==> config.mk <==
export PLATFORM = sky130hd
export DESIGN_NAME = float_classify_round
export DESIGN_NICKNAME = d
export VERILOG_FILES = /design/src/rtl/float_pkg.sv /design/src/rtl/float_rne_rounder.sv /design/src/rtl/float_classify_round.sv
export SDC_FILE = /design/constraint.sdc
export NUM_CORES = 1
export LEC_CHECK = 0
export ABC_AREA = 1
export ABC_CLOCK_PERIOD_IN_PS = 800
export BUFFER_PORTS_ARGS = -buffer_cell sky130_fd_sc_hd__buf_2
export CAP_MARGIN = 20
export CORE_MARGIN = 3
export CORE_UTILIZATION = 42
export CTS_CLUSTER_SIZE = 24
export DETAILED_ROUTE_END_ITERATION = 16
export PLACE_DENSITY = 0.82
export REMOVE_ABC_BUFFERS = 1
export SLEW_MARGIN = 20
export SYNTH_ARGS = -nofsm -noshare
export SYNTH_HDL_FRONTEND = slang
export SYNTH_SLANG_ARGS = --single-unit
==> constraint.sdc <==
create_clock -name clk -period 0.8 [get_ports clk]
set_input_delay 0.12 -clock clk [delete_from_list [all_inputs] [get_ports clk]]
set_output_delay 0.12 -clock clk [all_outputs]
set_load 0.02 [all_outputs]
==> src/rtl/float_pkg.sv <==
// Shared floating-point helpers: exponent mask, quiet-NaN pattern and the
// classification flag struct used by the multiplier, adder and this stage.
package float_pkg;

    localparam int MAX_FLOAT_WIDTH = 64;

    typedef struct packed {
        logic is_infinite;
        logic is_zero;
        logic is_signaling_nan;
        logic is_quiet_nan;
        logic is_subnormal;
    } float_class_t;

    // Low exp_width bits set; callers slice the width they need.
    function automatic logic [MAX_FLOAT_WIDTH-1:0] exp_ones_mask(input int exp_width);
        logic [MAX_FLOAT_WIDTH-1:0] mask;
        mask = '0;
        for (int i = 0; i < MAX_FLOAT_WIDTH; i++) begin
            if (i < exp_width) mask[i] = 1'b1;
        end
        return mask;
    endfunction

    // Canonical positive quiet NaN: exponent all-ones, fraction MSB set.
    function automatic logic [MAX_FLOAT_WIDTH-1:0] quiet_nan(input int exp_width,
                                                             input int mant_width);
        logic [MAX_FLOAT_WIDTH-1:0] one;
        one = 1;
        return (exp_ones_mask(exp_width) << mant_width) | (one << (mant_width - 1));
    endfunction

endpackage

==> src/rtl/float_rne_rounder.sv <==
// Combinational mantissa/exponent rounder: guard/sticky decode, increment,
// carry into the exponent and overflow (infinity or E4M3 saturation).
module float_rne_rounder
    import float_pkg::*;
#(
    parameter int EXPONENT_WIDTH   = 8,
    parameter int MANTISSA_WIDTH   = 23,
    parameter int ROUND_TO_NEAREST = 1,
    parameter int ROUNDING_BITS    = MANTISSA_WIDTH + 1,
    parameter bit E4M3_MODE        = 1'b0
) (
    input  logic [EXPONENT_WIDTH-1:0] exponent,
    input  logic [MANTISSA_WIDTH-1:0] mantissa,
    input  logic [ROUNDING_BITS-1:0]  rounding_bits,
    output logic [EXPONENT_WIDTH-1:0] rounded_exponent,
    output logic [MANTISSA_WIDTH-1:0] rounded_mantissa,
    output logic                      overflow_flag
);

    localparam int EW = EXPONENT_WIDTH;
    localparam int MW = MANTISSA_WIDTH;
    localparam logic [MAX_FLOAT_WIDTH-1:0] EXP_MASK_WIDE = exp_ones_mask(EW);
    localparam logic [EW-1:0] EXP_ONES  = EXP_MASK_WIDE[EW-1:0];
    localparam logic [MW-1:0] MANT_ONES = '1;
    localparam logic [MW-1:0] MANT_LSB  = MW'(1);
    localparam logic [MW-1:0] MANT_SAT  = MANT_ONES & ~MANT_LSB;

    logic          guard;
    logic          sticky;
    logic          increment;
    logic          carry;
    logic          pass_through;
    logic [MW-1:0] mant_inc;
    logic [EW-1:0] exp_inc;

    always_comb begin
        guard        = rounding_bits[ROUNDING_BITS-1];
        sticky       = |rounding_bits[ROUNDING_BITS-2:0];
        increment    = (ROUND_TO_NEAREST != 0) && guard && (sticky || mantissa[0]);
        {carry, mant_inc} = {1'b0, mantissa} + (MW+1)'(increment);
        exp_inc      = exponent + EW'(carry);
        pass_through = 1'b0;

        rounded_exponent = exponent;
        rounded_mantissa = mantissa;
        overflow_flag    = 1'b0;

        if (E4M3_MODE) begin
            // Only 1111/111 is special (NaN); every other 1111 code is a normal number.
            pass_through = (exponent == EXP_ONES) && (mantissa == MANT_ONES);
            if (!pass_through) begin
                if ((exp_inc == EXP_ONES) && (mant_inc == MANT_ONES)) begin
                    rounded_exponent = EXP_ONES;
                    rounded_mantissa = MANT_SAT;
                    overflow_flag    = 1'b1;
                end else begin
                    rounded_exponent = exp_inc;
                    rounded_mantissa = mant_inc;
                end
            end
        end else begin
            pass_through = (exponent == EXP_ONES);
            if (!pass_through) begin
                if (exp_inc == EXP_ONES) begin
                    rounded_exponent = EXP_ONES;
                    rounded_mantissa = '0;
                    overflow_flag    = 1'b1;
                end else begin
                    rounded_exponent = exp_inc;
                    rounded_mantissa = mant_inc;
                end
            end
        end
    end

endmodule

==> src/rtl/float_classify_round.sv <==
// Registered classify + round stage. Define FLOAT_CLASSIFY_ROUND_E4M3_EN (with
// 4/3 widths) for OCP FP8 E4M3 semantics; otherwise IEEE layout rules apply.
module float_classify_round
    import float_pkg::*;
#(
    parameter int EXPONENT_WIDTH   = 8,
    parameter int MANTISSA_WIDTH   = 23,
    parameter int ROUND_TO_NEAREST = 1,
    parameter int ROUNDING_BITS    = MANTISSA_WIDTH + 1
) (
    input  logic                                     clk,
    input  logic                                     rst_n,
    input  logic                                     in_valid,
    input  logic [EXPONENT_WIDTH+MANTISSA_WIDTH:0]   a,
    input  logic [EXPONENT_WIDTH-1:0]                non_rounded_exponent,
    input  logic [MANTISSA_WIDTH-1:0]                non_rounded_mantissa,
    input  logic [ROUNDING_BITS-1:0]                 rounding_bits,
    output logic                                     out_valid,
    output logic                                     is_infinite,
    output logic                                     is_zero,
    output logic                                     is_signaling_nan,
    output logic                                     is_quiet_nan,
    output logic                                     is_subnormal,
    output logic [EXPONENT_WIDTH-1:0]                rounded_exponent,
    output logic [MANTISSA_WIDTH-1:0]                rounded_mantissa,
    output logic                                     overflow_flag
);

    localparam int EW = EXPONENT_WIDTH;
    localparam int MW = MANTISSA_WIDTH;
`ifdef FLOAT_CLASSIFY_ROUND_E4M3_EN
    localparam bit E4M3_MODE = (EW == 4) && (MW == 3);
`else
    localparam bit E4M3_MODE = 1'b0;
`endif
    localparam logic [MAX_FLOAT_WIDTH-1:0] EXP_MASK_WIDE = exp_ones_mask(EW);
    localparam logic [EW-1:0] EXP_ONES  = EXP_MASK_WIDE[EW-1:0];
    localparam logic [MW-1:0] MANT_ONES = '1;

    logic          unused_sign;
    logic [EW-1:0] a_exp;
    logic [MW-1:0] a_mant;
    float_class_t  class_d;
    float_class_t  class_q;
    logic [EW-1:0] round_exp_d;
    logic [MW-1:0] round_mant_d;
    logic          round_ovf_d;

    assign unused_sign = a[EW+MW];
    assign a_exp       = a[EW+MW-1:MW];
    assign a_mant      = a[MW-1:0];

    always_comb begin
        class_d = '0;
        class_d.is_zero      = (a_exp == '0) && (a_mant == '0);
        class_d.is_subnormal = (a_exp == '0) && (a_mant != '0);
        if (E4M3_MODE) begin
            class_d.is_quiet_nan = (a_exp == EXP_ONES) && (a_mant == MANT_ONES);
        end else begin
            class_d.is_infinite      = (a_exp == EXP_ONES) && (a_mant == '0);
            class_d.is_quiet_nan     = (a_exp == EXP_ONES) && a_mant[MW-1];
            class_d.is_signaling_nan = (a_exp == EXP_ONES) && !a_mant[MW-1] && (a_mant != '0);
        end
    end

    float_rne_rounder #(
        .EXPONENT_WIDTH  (EW),
        .MANTISSA_WIDTH  (MW),
        .ROUND_TO_NEAREST(ROUND_TO_NEAREST),
        .ROUNDING_BITS   (ROUNDING_BITS),
        .E4M3_MODE       (E4M3_MODE)
    ) u_rounder (
        .exponent        (non_rounded_exponent),
        .mantissa        (non_rounded_mantissa),
        .rounding_bits   (rounding_bits),
        .rounded_exponent(round_exp_d),
        .rounded_mantissa(round_mant_d),
        .overflow_flag   (round_ovf_d)
    );

    // Valid protocol: in_valid qualifies every data input in its cycle; there is
    // no ready, so a beat is taken every cycle and out_valid is in_valid one edge
    // later. Idle cycles leave the data registers holding the last result.
    always_ff @(posedge clk or negedge rst_n) begin
        if (!rst_n) begin
            out_valid        <= 1'b0;
            class_q          <= '0;
            rounded_exponent <= '0;
            rounded_mantissa <= '0;
            overflow_flag    <= 1'b0;
        end else begin
            out_valid <= in_valid;
            if (in_valid) begin
                class_q          <= class_d;
                rounded_exponent <= round_exp_d;
                rounded_mantissa <= round_mant_d;
                overflow_flag    <= round_ovf_d;
            end
        end
    end

    assign is_infinite      = class_q.is_infinite;
    assign is_zero          = class_q.is_zero;
    assign is_signaling_nan = class_q.is_signaling_nan;
    assign is_quiet_nan     = class_q.is_quiet_nan;
    assign is_subnormal     = class_q.is_subnormal;

endmodule

After elaboration in Yosys (flattened, before gate mapping)
Index checks and enable logic that the tools add are counted.
{"block": "classes", "n_addsub": 2, "n_eq_ne": 3, "n_mux": 6, "reduce_logical": 13}
{"operator": "2-to-1 mux 23 bit", "n": 2}
{"operator": "adder 23 x 1 -> 24 bit", "n": 1}
{"operator": "equality test 8 bit, second input constant", "n": 3}
{"operator": "logical NOT 23 bit", "n": 1}
{"operator": "nonzero test 23 bit", "n": 1}
{"operator": "OR reduction 23 bit", "n": 1}
{"operator": "2-to-1 mux 8 bit", "n": 2}
{"operator": "adder 8 x 1 -> 8 bit", "n": 1}
{"operator": "logical NOT 8 bit", "n": 1}
{"operator": "logical AND 1 bit", "n": 7}
{"operator": "2-to-1 mux 1 bit", "n": 2}
{"operator": "logical NOT 1 bit", "n": 1}
{"operator": "logical OR 1 bit", "n": 1}
{"block": "word_totals", "regBits": 38, "in_bits": 90, "out_inout_bits": 38}

Logic depth before layout (Yosys ltp)
Gate-level depths: netlist (run 1).
{"block": "depth", "word_depth": 8, "depth_mapped": 18, "ltp_nobuf": 17}

Hierarchy
From an unflattened synthesis (run 1), not the netlist that was laid out.
{"block": "unflattened", "cells_unflattened": 446, "area_unflattened_um2": 2756.4}
{"module": "float_classify_round", "n_inst": 1, "cells_per_inst": 200, "area_each_um2": 1599.0, "seq_area_each_um2": 950.9}
{"module": "float_rne_rounder", "n_inst": 1, "cells_per_inst": 246, "area_each_um2": 1157.4, "seq_area_each_um2": 0.0}

Worst setup path before layout (run 1)
Ideal clock, no wire load.
{"block": "synth_path", "path_kind": "input port to flip-flop", "start": "input non_rounded_mantissa[12]", "end": "register rounded_mantissa[21]", "arrival_time_ps": 1752, "required_ps": 683, "path_slack_ps": -1069, "stages": 16, "path_buffers": 1, "path_cell_list": "nand2_1 > nor2_2 > nand3_1 > nor2_1 > ha_1 > ha_1 > inv_1 > nand2_1 > nand2_2 > nor2_2 > nand2_1 > nor2_2 > nand4_4 > buf_6 > nand3_1 > nand2_1"}
{"block": "synth_between", "elab_chain_len": 5}
{"item": "start: declaration", "line": "float_classify_round.sv:16", "text": "input logic [MANTISSA_WIDTH-1:0] non_rounded_mantissa,"}
{"item": "adder 23 x 1 -> 24 bit (*)", "line": "float_rne_rounder.sv:40", "text": "{carry, mant_inc} = {1'b0, mantissa} + (MW+1)'(increment);"}
{"item": "adder 8 x 1 -> 8 bit", "line": "float_rne_rounder.sv:41", "text": "exp_inc = exponent + EW'(carry);"}
{"item": "equality test 8 bit", "line": "float_rne_rounder.sv:64", "text": "if (exp_inc == EXP_ONES) begin"}
{"item": "2-to-1 mux 23 bit (*)", "line": "float_rne_rounder.sv:64"}
{"item": "2-to-1 mux 23 bit (*)", "line": "float_rne_rounder.sv:63", "text": "if (!pass_through) begin"}
{"item": "end signal: assignment", "line": "float_classify_round.sv:96", "text": "rounded_mantissa <= round_mant_d;"}
{"item": "end: declaration", "line": "float_classify_round.sv:25", "text": "output logic [MANTISSA_WIDTH-1:0] rounded_mantissa,"}
Mark *: on every way between the ends. The rest lies on a longest branch, timed or not.
A chain may end at the register's enable or synchronous reset.

Worst setup path after layout (run 1)
{"block": "layout_path", "start": "input non_rounded_mantissa[12]", "end": "register rounded_mantissa[19]"}
Same word-level chain as after synthesis.

==> results of run 1 <==
-- stage by stage --
step	setup slack, ns	std cells	utilization	power, W	hold slack, ns
CTS	-1.03	653	0.749	0.00533	0.109
floorplan	-1.12	351	-	0.00277	-0.176
global route	-1.24	667	0.814	0.00588	0.152
detailed placement	-1.54	618	0.634	0.00361	-0.0000696
finish	-1.20	667	0.814	0.00569	0.109
global placement	-1.42	618	0.634	0.00357	-0.00500
-- what timing repair did --
item	4_1_cts	5_1_grt
setup buffers	26	15
resized for setup	113	72
hold buffers	1	0
pin swaps	34	37
endpoints found under the setup margin	73	75
cloned	2	1
endpoints found under the hold margin	38	0
-- layout by cell type (no fill, tap or decap), types with 6 or more instances in the layout --
cell and count:
o21bai_1 11, nand3_2 14, clkbuf_8 6, dfrtp_1 38
xor2_1 7, nand2_2 26, nor2_2 8, nand2_1 79
nand3_1 16, xnor2_1 6, nor2_4 7, buf_4 97
inv_1 27, nand4_1 17, nor2_1 46, buf_2 72
buf_6 53
-- worst max-delay path, stage by stage --
cell and delay (ns):
buf_2 0.12, nand2_2 0.09, nor2_2 0.14, nand3_2 0.12, nor2_4 0.11, ha_4 0.16
ha_4 0.16, nand3_2 0.11, o21bai_2 0.15, nand2_2 0.13, nor2_4 0.19, nand4_4 0.22
buf_12 0.22, nand3_2 0.07, nand2_1 0.07
-- metal layers --
metal,up-vias,wire length [um]
li1,1638,-
met1,1782,4290
met2,364,6210
met3,139,1560
met4,0,1240
met5,-,0
-- power groups by stage --
stage	Clock, W	Sequential [W]	Combinational, W
after floorplan	0	0.00238	0.000385
after global placement	0	0.00219	0.00138
after detailed placement	0	0.00219	0.00142
after CTS	0.00140	0.00219	0.00173
after global routing	0.00150	0.00222	0.00216
final	0.00143	0.00220	0.00206
-- area by class of cell --
class                           count  area (um^2)  share of cell area
Antenna cell                        1         2.50            0.000516
Inverter                           35          140              0.0289
Sequential cell                    38          951               0.196
Tap cell                           75         93.8              0.0193
Clock inverter                      1         5.00             0.00103
Timing Repair Buffer              229         1790               0.370
Clock buffer                        7         86.3              0.0178
Multi-Input combinational cell    281         1780               0.367
-- final timing paths --
path,to,start,slack [ns],cells after the start
max,rounded_mantissa[19],non_rounded_mantissa[12],-1.20,15
min,rounded_mantissa[22],non_rounded_mantissa[22],0.11,4
max reg2reg,rounded_mantissa[3],rounded_mantissa[3],-0.13,4
min reg2reg,overflow_flag,overflow_flag,0.52,1
max in group asynchronous,rounded_exponent[3],rst_n,0.20,3
min in group asynchronous,out_valid,rst_n,0.22,2
-- cell families after synthesis --
| logic type | share of synthesized area |
|---|---|
| flops | 0.365 |
| simple gates | 0.421 |
| compound gates | 0.0764 |
| fa+ha+maj | 0.0144 |
| buf+inv | 0.0793 |
| xor+xnor | 0.0437 |
-- registers in the layout, summed over array words and instances, names as in the netlist --
name / cells
is_infinite: 1
overflow_flag: 1
is_quiet_nan: 1
rounded_mantissa: 23
out_valid: 1
is_zero: 1
is_subnormal: 1
is_signaling_nan: 1
rounded_exponent: 8
==> out/qor.csv, run 1 <==
metric,value,unit
Comb pwr share,0.362,
Netlist cell types,30,
H-Tree Depth,2,
setup_tns,-37.14,ns
fmax,0.500,GHz
cell with the most instances after synthesis,nand2_1,
Worst-Skew Late Latency,0.30,ns
Post-route DRC,0,
"Hold Violations, Final",0,
Reg power frac,0.387,
nets,683,
failing checks,setup timing,
GR Layer Usage met3,0.0834,
core area,5960,um^2
clock group share of total power,0.251,
max cap viols,0,
"FF+latch count, synth",38,
Worst-Margin Slew,0.411,ns
Worst Path Max Fanout,6,
Die W,84.7,um
CP Data Required Time,0.99,ns
largest net degree at the start of global routing,18,
I/O Buffers,126,
Post-synth EDFFs,0,
met2 Usage GRT,0.509,
status,"complete, but fails checks",
critical path arrival,2.19,ns
total net switching power,0.00191,W
clock buffer depth,2,
Area Overhead vs Synth,86.3,%
P_int,0.00378,W
kind of critical path,primary input to flop,
synth cell count leaders,"nand2_1, nor2_1, dfrtp_1",
WL final,13300,um
skew final,0,ns
GRT Total Usage,0.295,
CTS Sinks,38,
detailed-route via count,3923,
Crit. End Element,flop,
drt initial violations,363,
Finished Cell Area,4850,um^2
cells after synthesis,359,
Post-synth ARST share,1.00,
top-area cell type share of the netlist area,0.365,
initial core utilization,0.437,
initial antenna violation count,1,
vias in the first global route,3578,
Leak,2.45,nW
share of post-route cells with drive strength above 1,0.545,
GP Congestion,0.936,
final period demand of the worst path,2.00,ns
met1 usage,0.316,
Tcrit/Tclk final,2.50,
# IOs,128,
CTS tree,built,
Area contributors post-synth,"dfrtp_1, nand2_1, nor2_1",
Post-DP Area,3770,um^2
Avg Vias per Cell,5.88,
Sw Ratio,0.336,
Final ANT Viol Nets,0,
routed len/inst,19.9,um
register area share after synthesis,0.365,
final number of setup-violating endpoints,72,
TritonCTS buffer count,5,
cell taking the most area after synthesis,dfrtp_1,
Die Y,84.7,um
Most used DFF post-synth,dfrtp_1,
maximum VDD drop,0.943,mV
first-pass GRT wire length,16800,um
Root Buffer,clkbuf_8,
final worst slack,-1.20,ns
Slew headroom,0.724,
"Cell Area, Synth",2600,um^2
Filler Cell Count,333,
GR peak layer,met2,
count of final max-slew check failures,0,
worst min-delay path class,primary input to flop,
power density cells,1170,nW/um^2
startpoint types,primary input,
RSZ-0062 raised after global routing,true,
clk slew on worst S/H paths,0.08,ns
Yosys warnings,0,
Die ar.,7180,um^2
GRT Residual Overflow,0,
# rows,28,
Mean Syn Cell Area,7.25,um^2
post-detail-place hpwl,6790,um
First-pass DRT Iterations,7,
Power figures use the tool's default switching activity.
==> run 2: changes to the inputs <==
- TNS_END_PERCENT: unset -> 5
==> run 2 against run 1 <==
Against the previous run: the flow still finishes with violations (setup timing); clock-buffer cell count unchanged; clock power about the same; combinational power decreased by 15%; cell count decreased by 2.2%; sequential power about the same; fmax increased by 5.6%; largest power group unchanged; highest routed layer unchanged.
==> out/qor.csv, run 2 (synthesis gave the netlist of run 1 again) <==
metric,value,unit,change
clock buffer depth,2,,unchanged
TritonCTS buffer count,5,,unchanged
first-pass GRT wire length,15600,um,-6.8%
Area Overhead vs Synth,72.4,%,
Tcrit/Tclk final,2.37,,-0.133
Filler Cell Count,390,,+17%
Worst-Skew Late Latency,0.30,ns,about the same
initial antenna violation count,0,,-1
CTS Sinks,38,,unchanged
skew final,0,ns,unchanged
RSZ-0062 raised after global routing,true,,
GP Congestion,0.936,,unchanged
n_diodes,0,,-1
Top reg by flops,rounded_mantissa,,
Die W,84.7,um,unchanged
CTS tree,built,,
initial core utilization,0.437,,unchanged
total net switching power,0.00176,W,-7.8%
failing checks,setup timing,,
Final Power,0.00534,W,-6.2%
Avg Vias per Cell,5.67,,-3.6%
FF/Latch Area,951,um^2,unchanged
"commonest non-fill, non-tap cell in the layout",buf_2,,
max cap viols,0,,unchanged
Crit. End Element,flop,,
count of final max-slew check failures,0,,unchanged
R2R setup slack,0.01,ns,+0.14 ns
maximum VDD drop,0.929,mV,-1.5%
Sw Ratio,0.330,,-0.00581
Post-DP Area,3770,um^2,unchanged
startpoint types,primary input,,
critical path arrival,2.08,ns,-0.11 ns
detailed-route via count,3695,,-5.8%
Top Registers,"rounded_mantissa: 23 flops, rounded_exponent: 8 flops",,
final period demand of the worst path,1.89,ns,-0.106 ns
largest net degree at the start of global routing,18,,unchanged
# rows,28,,unchanged
First-pass DRT Iterations,6,,-1
Die Y,84.7,um,unchanged
GRT Residual Overflow,0,,unchanged
P_int,0.00357,W,-5.4%
Finished Cell Area,4490,um^2,-7.5%
vias in the first global route,3401,,-4.9%
I/O Buffers,126,,unchanged
core area,5960,um^2,unchanged
worst min-delay path class,primary input to flop,,
Root Buffer,clkbuf_8,,
Worst-Margin Slew,0.337,ns,-0.0739 ns
Die ar.,7180,um^2,unchanged
status,"complete, but fails checks",,
Reg power frac,0.408,,+0.021
CP Data Required Time,0.99,ns,about the same
share of post-route cells with drive strength above 1,0.499,,-0.0457
fmax,0.528,GHz,+5.6%
kind of critical path,primary input to flop,,
placed cells,618,,unchanged
power density cells,1190,nW/um^2,+1.4%
Comb pwr share,0.329,,-0.033
WL final,11500,um,-13%
# IOs,128,,unchanged
Worst Path Max Fanout,6,,unchanged
nets,669,,-2.0%
Multi-input gate area,1710,um^2,-3.9%
"Hold Violations, Final",0,,unchanged
setup_tns,-35.98,ns,+1.17 ns
final number of setup-violating endpoints,70,,-2.8%
post-detail-place hpwl,6790,um,unchanged
GRT Total Usage,0.273,,-0.0226
Layout Cells excl Fill,652,,-2.2%
Final ANT Viol Nets,0,,unchanged
Post-route DRC,0,,unchanged
H-Tree Depth,2,,unchanged
most frequent cells in the layout,"buf_2, nand2_1, buf_4, nor2_1, dfrtp_1",,
routed len/inst,17.7,um,-11%
final worst slack,-1.09,ns,+0.106 ns
clock group share of total power,0.262,,+0.011
Slew headroom,0.775,,+0.0510
Post-Place Worst Slack,-1.54,ns,unchanged
drt initial violations,428,,+18%
Leak,2.33,nW,-4.7%
clk slew on worst S/H paths,0.08,ns,about the same
Largest register FFs,23,,unchanged
## run 2: changes by cell type in the layout (fill, tap and decap cells not counted), sizes merged
cell,previous run,this run
clkbuf,8,7
buf,227,215
diode,1,0
inv,34,35
nand2,109,108
clkinvlp,1,0
## run 2: worst max-delay path, cell delays in order
cell	delay, ns
buf_6	0.09
nand2_4	0.05
nor3_4	0.23
nand3_4	0.11
nor2_4	0.12
ha_4	0.17
buf_6	0.11
nand3_4	0.11
inv_2	0.12
nand3b_1	0.15
nand2_4	0.15
nand4_4	0.22
buf_12	0.22
nand3_2	0.07
nand2_1	0.05
## run 2: cell type report
class                      instances  share of cell area
clock inverter                     1             0.00112
multi-input combinational        280               0.381
clock buffer                       7              0.0192
sequential                        38               0.212
inverter                          35              0.0298
timing repair buffer             216               0.336
tap                               75              0.0209
## run 2: worst paths after layout
kind	cells after the start	start	end
min in group asynchronous	2	rst_n	is_subnormal
max in group asynchronous	3	rst_n	rounded_exponent[3]
max reg2reg	3	rounded_mantissa[3]	rounded_mantissa[3]
min	4	non_rounded_mantissa[22]	rounded_mantissa[22]
min reg2reg	2	is_subnormal	is_subnormal
max	15	non_rounded_mantissa[21]	rounded_mantissa[13]
## run 2: timing repair
action | CTS | global route
hold buffers | 1 | 0
endpoints found under the setup margin | 73 | 74
gates resized for setup | 43 | 62
hold endpoints to repair | 38 | 0
pin swaps | 31 | 23
gates cloned | 2 | 0
buffers inserted | 17 | 6
## run 2: layer usage
metal,GRT usage,vias to the layer above,wire length (um),share of wire
met2,0.483,289,5440,0.47
met5,0,-,0,0
met4,0.140,0,719,0.062
met3,0.0775,91,1230,0.11
met1,0.294,1704,4130,0.36
li1,-,1611,-,-
## run 2: through the flow
step,hold WS [ns],utilization
6_report,0.102,0.754
5_1_grt,0.152,0.754
4_1_cts,0.109,0.704
3_5_place_dp,-0.0000696,0.634
3_3_place_gp,-0.00500,0.634
2_1_floorplan,-0.176,-
## run 2: power by group through the flow
| stage | clock network (W) | logic [W] | registers [W] |
|---|---|---|---|
| floorplan | 0 | 0.000385 | 0.00238 |
| global placement | 0 | 0.00138 | 0.00219 |
| detailed placement | 0 | 0.00142 | 0.00219 |
| CTS | 0.00140 | 0.00154 | 0.00216 |
| global route | 0.00153 | 0.00187 | 0.00219 |
| finish | 0.00140 | 0.00176 | 0.00218 |
